**src/rtl/fifo_stream_reader_pkg.sv**
```systemverilog
// Shared types, buffer depth and the issue-credit rule for the FIFO stream reader.
// The credit rule lives here so that the bench model can call the same function.
package fifo_stream_reader_pkg;

   localparam int unsigned OUT_BUF_DEPTH = 2;

   typedef logic [1:0] occ_t;

   // A new read may issue only if the word it returns will have a buffer slot.
   function automatic logic issue_credit_ok(input int unsigned occ,
                                            input logic        inflight,
                                            input logic        pop);
      int level;
      level = int'(occ) + int'(inflight) - int'(pop);
      return level < int'(OUT_BUF_DEPTH);
   endfunction

endpackage

```
**src/rtl/fifo_stream_reader_if.sv**
```systemverilog
// FIFO read-port and valid/ready stream signals of the FIFO stream reader.
// The reader sits on the master side; the FIFO and the consumer sit on the slave side.
interface fifo_stream_reader_if #(
   parameter int DATA_WIDTH = 8
);
   logic                  fifo_empty;
   logic                  fifo_r_en;
   logic [DATA_WIDTH-1:0] fifo_data;
   logic                  m_valid;
   logic                  m_ready;
   logic [DATA_WIDTH-1:0] m_data;

   modport master (
      input  fifo_empty, fifo_data, m_ready,
      output fifo_r_en, m_valid, m_data
   );

   modport slave (
      output fifo_empty, fifo_data, m_ready,
      input  fifo_r_en, m_valid, m_data
   );
endinterface

```
**src/rtl/fifo_stream_reader_stream_skid_buf2.sv**
```systemverilog
// Two-entry in-order buffer: push writes the tail, pop drops the head.
// The head register is the stream output, so m_data holds still while no pop occurs.
module stream_skid_buf2
   import fifo_stream_reader_pkg::*;
#(
   parameter int DATA_WIDTH = 8
) (
   input  logic                  clk,
   input  logic                  rst_n,
   input  logic                  push,
   input  logic [DATA_WIDTH-1:0] din,
   input  logic                  pop,
   output logic [DATA_WIDTH-1:0] head,
   output occ_t                  occ
);

   logic [DATA_WIDTH-1:0] entry0;
   logic [DATA_WIDTH-1:0] entry1;

   assign head = entry0;

   always_ff @(posedge clk or negedge rst_n) begin
      if (!rst_n) begin
         entry0 <= '0;
         entry1 <= '0;
         occ    <= '0;
      end else begin
         case ({push, pop})
            2'b10: begin
               if (occ == 2'd0) entry0 <= din;
               else             entry1 <= din;
               occ <= occ + 2'd1;
            end
            2'b01: begin
               entry0 <= entry1;
               occ    <= occ - 2'd1;
            end
            2'b11: begin
               // Simultaneous push/pop: the new word lands behind whatever remains.
               if (occ == 2'd2) begin
                  entry0 <= entry1;
                  entry1 <= din;
               end else begin
                  entry0 <= din;
               end
            end
            default: ;
         endcase
      end
   end

endmodule

```
**src/rtl/fifo_stream_reader.sv**
```systemverilog
// Read-side engine for the synchronous FIFO: issues reads, absorbs the one-cycle
// read latency and presents popped words on a valid/ready stream.
module fifo_stream_reader
   import fifo_stream_reader_pkg::*;
#(
   parameter int DATA_WIDTH = 8,
   parameter int CNT_WIDTH  = 16
) (
   input  logic                      clk,
   input  logic                      rst_n,
   input  logic                      enable,
   fifo_stream_reader_if.master      bus,
   output logic [CNT_WIDTH-1:0]      words_out,
   output logic                      busy
);

   logic                  inflight;
   logic                  pop;
   occ_t                  occ;
   logic [DATA_WIDTH-1:0] head;

   assign bus.m_valid = (occ != 2'd0);
   assign bus.m_data  = head;
   assign pop         = bus.m_valid & bus.m_ready;
   assign busy        = inflight | (occ != 2'd0);

   // Gated by rst_n so no read is requested while the reader is held in reset.
   assign bus.fifo_r_en = rst_n & enable & ~bus.fifo_empty
                        & issue_credit_ok(occ, inflight, pop);

   always_ff @(posedge clk or negedge rst_n) begin
      if (!rst_n) begin
         inflight  <= 1'b0;
         words_out <= '0;
      end else begin
         inflight <= bus.fifo_r_en;
         if (pop) words_out <= words_out + 1'b1;
      end
   end

   stream_skid_buf2 #(
      .DATA_WIDTH(DATA_WIDTH)
   ) u_buf (
      .clk  (clk),
      .rst_n(rst_n),
      .push (inflight),
      .din  (bus.fifo_data),
      .pop  (pop),
      .head (head),
      .occ  (occ)
   );

endmodule

```
**src/flat_wrapper.sv**
```systemverilog
// flat-port wrapper written by rule: the top's interface ports become plain ports
module fifo_stream_reader_flat import fifo_stream_reader_pkg::*;
#(
   parameter int DATA_WIDTH = 8,
   parameter int CNT_WIDTH  = 16
)
  (clk, rst_n, enable, words_out, busy, bus_fifo_empty, bus_fifo_data, bus_m_ready, bus_fifo_r_en, bus_m_valid, bus_m_data);
  fifo_stream_reader_if #(.DATA_WIDTH(DATA_WIDTH)) bus_i ();
  input  logic clk;
  input  logic rst_n;
  input  logic enable;
  output logic [CNT_WIDTH-1:0] words_out;
  output logic busy;
  input wire logic [$bits(bus_i.fifo_empty)-1:0] bus_fifo_empty;
  input wire logic [$bits(bus_i.fifo_data)-1:0] bus_fifo_data;
  input wire logic [$bits(bus_i.m_ready)-1:0] bus_m_ready;
  output wire logic [$bits(bus_i.fifo_r_en)-1:0] bus_fifo_r_en;
  output wire logic [$bits(bus_i.m_valid)-1:0] bus_m_valid;
  output wire logic [$bits(bus_i.m_data)-1:0] bus_m_data;
  assign bus_i.fifo_empty = bus_fifo_empty;
  assign bus_i.fifo_data = bus_fifo_data;
  assign bus_i.m_ready = bus_m_ready;
  assign bus_fifo_r_en = bus_i.fifo_r_en;
  assign bus_m_valid = bus_i.m_valid;
  assign bus_m_data = bus_i.m_data;
  fifo_stream_reader #(.DATA_WIDTH(DATA_WIDTH), .CNT_WIDTH(CNT_WIDTH)) u_core (.clk(clk), .rst_n(rst_n), .enable(enable), .bus(bus_i), .words_out(words_out), .busy(busy));
endmodule
```
**config.mk**
```make
export PLATFORM = sky130hd
export DESIGN_NAME = fifo_stream_reader_flat
export DESIGN_NICKNAME = d
export VERILOG_FILES = /design/src/rtl/fifo_stream_reader_pkg.sv /design/src/rtl/fifo_stream_reader_if.sv /design/src/rtl/fifo_stream_reader_stream_skid_buf2.sv /design/src/rtl/fifo_stream_reader.sv /design/src/flat_wrapper.sv
export SDC_FILE = /design/constraint.sdc
export NUM_CORES = 1
export LEC_CHECK = 0
export BUFFER_PORTS_ARGS = -buffer_cell sky130_fd_sc_hd__buf_2
export CORE_MARGIN = 1.5
export CORE_UTILIZATION = 52
export CTS_CLUSTER_DIAMETER = 200
export DETAILED_ROUTE_END_ITERATION = 16
export MAX_ROUTING_LAYER = met4
export PLACE_DENSITY = 0.78
export SLEW_MARGIN = 10
export SYNTH_ARGS = -nofsm -noshare
export SYNTH_HDL_FRONTEND = slang
export SYNTH_HIERARCHICAL = 1
export SYNTH_SLANG_ARGS = --single-unit
```
**constraint.sdc**
```tcl
create_clock -name clk -period 2.3 [get_ports clk]
set_input_delay 0.46 -clock clk [delete_from_list [all_inputs] [get_ports clk]]
set_output_delay 0.46 -clock clk [all_outputs]
set_load 0.05 [all_outputs]
```
==> flow_results.org <==
** Critical path
- Buf/Inv on CP :: 2
- Startpoint kind of the worst setup timing path :: flop
- Slowest stage cell, crit path :: sky130_fd_sc_hd__fa_1
- For this run, the slowest stage of the critical path takes 0.50 ns.
- Worst reg2reg path depth :: 6
- STA classifies the critical path endpoint as an output pin.
- In this run the critical register-to-register path is launched from u_core/u_buf/occ[0]$_DFFE_PN0P_.
- Critical path arrival :: 2.05 ns
- Along the worst path, the maximum fanout reaches 5.
- Kind of critical path :: flop to output pin
- Cells along the critical path :: o21ai_2 > nor2_1 > buf_4 > fa_1 > nand4b_1 > nor2_4 > buf_6
- Minimum setup slack among reg-to-reg paths :: roughly 0.15 ns
- In this run the critical register-to-register path is captured at u_core/u_buf/entry1[3]$_DFFE_PN0P_.
- In this design, the largest share of critical-path delay is due to adder cells.
- Required time worst endpoint :: 1.84 ns

** STA
- Hold violation total from the final report :: 0
- Setup repair after global routing could not meet its margin everywhere.
- Final setup slack of the worst path :: -0.207 ns
- Slew at the pin closest to its max-slew limit :: 0.500 ns
- Fmax achieved :: 399 MHz
- The worst path uses 109% of the clock period.
- Worst max-slew margin expressed relative to the limit :: 66.3%
- Between clock sinks in the finished design, the worst skew comes to 0.00398 ns.
- Max Slew Vio Count :: 0
- Counting I/O delays and the setup requirement, the final critical path takes roughly 2.5 ns.
- Setup Viol. Count Final :: 1

** Clock tree
- Counting every sink on the clock net gives 35.
- Total of hold buffers inserted after clock tree synthesis :: 0
- Clock-pin slew was measured on the worst setup and hold paths at 0.10 ns.
- In this run the deepest clock path goes through 2 buffers.
- TritonCTS clock tree :: done
- TritonCTS Buffers :: 5
- In this run the clock root is driven by a sky130_fd_sc_hd__clkbuf_4.
- Clock network latency to the later pin of the worst-skew pair :: 0.34 ns
- The H-tree was split into 2 levels.

** GRT
- Maximum number of pins on one net before global-route repair :: 36
- The total overflow left after global routing is 0.
- The via count of the first global-routing pass came to approximately 1,300.
- The first global-routing pass estimated 5700 um of wire.
- Number of antenna violations at the first check in global routing :: 0
- Combined global-route utilization of all metal layers :: between 20% and 30%

** Hold path
- The worst hold path belongs to the class primary input to asynchronous set/reset pin.

** Synth
- The Yosys step of the flow raised 6 warnings.
- Syn Area/Cell :: 11.0 um^2
- Count of unique library cells instantiated by Yosys :: 34
- Summing the areas of all xor and xnor instances in the mapped netlist gives roughly 9.8% of the synthesized area.
- Summing every instance area after synthesis gives 1690 um^2.
- Mux share of post-synthesis cell area :: 5.33%
- Number of synthesized register bits :: 35
- Largest family of logic cells by synthesized area :: simple AND/OR/NAND/NOR gates
- Synthesized-area fraction occupied by adder cells :: between 4 and 5%
- Of the synthesized area, sequential elements account for 51.8%.
- Summing the areas of all compound-gate instances in the mapped netlist gives between 10% and 20% of the synthesized area.
- The number of nets handed over by synthesis was 173.
- Synthesis produced a netlist whose cell count is 154.
- Fraction of the mapped netlist area in simple logic gates :: approximately 15%

** Placement
- Placed standard-cell area :: approximately 2000 um^2
- HPWL Detailed :: 2520 um
- Prior to clock tree synthesis, the placed netlist has a worst setup slack of -0.0253 ns.
- During placement, the flow inserted port buffers numbering 39.
- Final weighted congestion in routability-driven placement :: 0.762

** Power
- The analysis attributes to cell leakage a power of 0.978 nW.
- Worst IR drop on VDD :: just under 0.8 mV
- Power density over cell area :: around 1400 nW/um^2

** Floorplanning
- After floorplanning, the core was sized to cover 3080 um^2.
- Area of the die :: 3600 um^2
- During I/O placement, the number of pins put on the boundary was 40.
- Number of rows created at floorplan :: 20
- The initial utilization of the core area, before any placement, comes to 54.9%.
- Die Height :: 60.0 um
- The die is 60.0 um wide.

** Run
- Max-cap viol count :: 0

** Layout
- Fraction of final layout cells sized beyond drive strength 1 :: 36.1%
- Fin area :: 2060 um^2
- Net total in the final layout :: 220
- 0 antenna diodes ended up in the layout.
- The area growth from synthesis to layout is 21.8%.

** Detailed routing
- Vias per std cell :: 5.37
- Drt wl/cell :: 13.8 um
- The routed design has approximately 3400 um of wire.
- The count of nets left with antenna violations once routing finished came out at 0.
- Detailed Routing Iterations Pass 1 :: 4
- For this block, the initial DRC count from the detailed router was 76.
- Via total after detailed routing :: 1,321
- Number of remaining DRC errors :: 0

** Status
- The run finished, with violations left.
- Violations in the final reports :: setup timing
cells in the final DEF, fill, tap and decap left out, drive strengths merged, types with 2 or more instances in the layout:
cell and n:
mux2 8, nand2 11, nand4 5, or2 2
clkbuf 5, clkinv 3, dfrtp 35, buf 45
o21ai 11, xnor2 11, a21oi 8, a31oi 8
inv 4, nand3 9, xor2 8, ha 5
nor2 9
state kept, by name (all words and copies together), names as in the netlist:
register,count
u_core/inflight,1
u_core/u_buf/entry1,8
u_core/u_buf/head,8
u_core/u_buf/occ,2
u_core/words_out,16
power breakdown:
group	switching, mW	internal (mW)
combinational	0.949	0.439
clock	0.208	0.229
sequential	0.165	0.834
total	1.32	1.50
through the flow:
step	setup TNS, ns	instances	utilization, %	power, mW	hold slack, ns
global route	-0.327	246	66.9	3.00	0.205
global placement	0	237	63.8	2.33	0.453
detailed placement	-0.0253	237	63.8	2.38	0.453
finish	-0.207	246	66.9	2.82	0.191
floorplan	0	154	-	2.05	0.164
CTS	-0.239	246	66.9	2.84	0.190
kinds of logic after synthesis:
group	after synthesis
mux	8
fa+ha+maj	6
compound gates	28
flops	35
buf+inv	10
simple gates	48
xor+xnor	19
layer usage:
layer  GRT usage, %  share of wire (%)
met5              -                  0
met4           8.57                1.6
met3           7.14                5.3
met2           35.2                 48
met1           28.0                 45
worst register-to-register path: stages (launching register included):
cell	delay (ns)
sky130_fd_sc_hd__dfrtp_2	0.45
sky130_fd_sc_hd__o21ai_2	0.13
sky130_fd_sc_hd__buf_4	0.18
sky130_fd_sc_hd__inv_1	0.12
sky130_fd_sc_hd__ha_1	0.29
sky130_fd_sc_hd__a211oi_4	0.49
sky130_fd_sc_hd__mux2_2	0.40
Yosys cell counts (all sizes together):
library cell	number	area, um^2
and4	1	8.76
clkinv	1	3.75
mux2	8	90.1
nand2	11	41.3
a31oi	8	50.1
a21oi	8	40.0
and2	1	6.26
fa	1	20.0
ha	5	62.6
or3	1	7.51
nand3	9	45.0
clkbuf	3	11.3
or4	1	11.3
nor2	9	36.3
inv	4	15.0
or2	2	12.5
dfrtp	35	876
nand2b	1	6.26
xor2	8	70.1
nor4	1	6.26
nand4	5	31.3
nand4b	1	8.76
nand3b	1	7.51
buf	2	12.5
o21ai	11	62.6
and3	1	6.26
nor2b	1	6.26
nor3	1	10.0
a211oi	1	20.0
xnor2	11	96.3
and3b	1	8.76
area by class of cell:
type                       instances  area (um^2)
multi-input combinational        109          779
inverter                           5         18.8
clock buffer                       5         37.5
timing repair buffer              45          246
fill                             251         1020
clock inverter                     3         43.8
tap                               44         55.1
sequential                        35          878
timing repair:
| item | CTS | global route |
|---|---|---|
| buffers inserted | 1 | 0 |
| resized for setup | 2 | 1 |
| endpoints found under the setup margin | 1 | 1 |
how the worst max path moves through the flow:
stage                               startpoint             to  depth (start not counted)
2_1_floorplan  u_core/u_buf/occ[1]$_DFFE_PN0P_  bus_fifo_r_en                          6
3_3_place_gp                       bus_m_ready  bus_fifo_r_en                          8
3_5_place_dp                       bus_m_ready  bus_fifo_r_en                          8
4_1_cts        u_core/u_buf/occ[0]$_DFFE_PN0P_  bus_fifo_r_en                          7
5_1_grt        u_core/u_buf/occ[1]$_DFFE_PN0P_  bus_fifo_r_en                          7
6_report       u_core/u_buf/occ[0]$_DFFE_PN0P_  bus_fifo_r_en                          7
(Power assumes the default switching activity.)
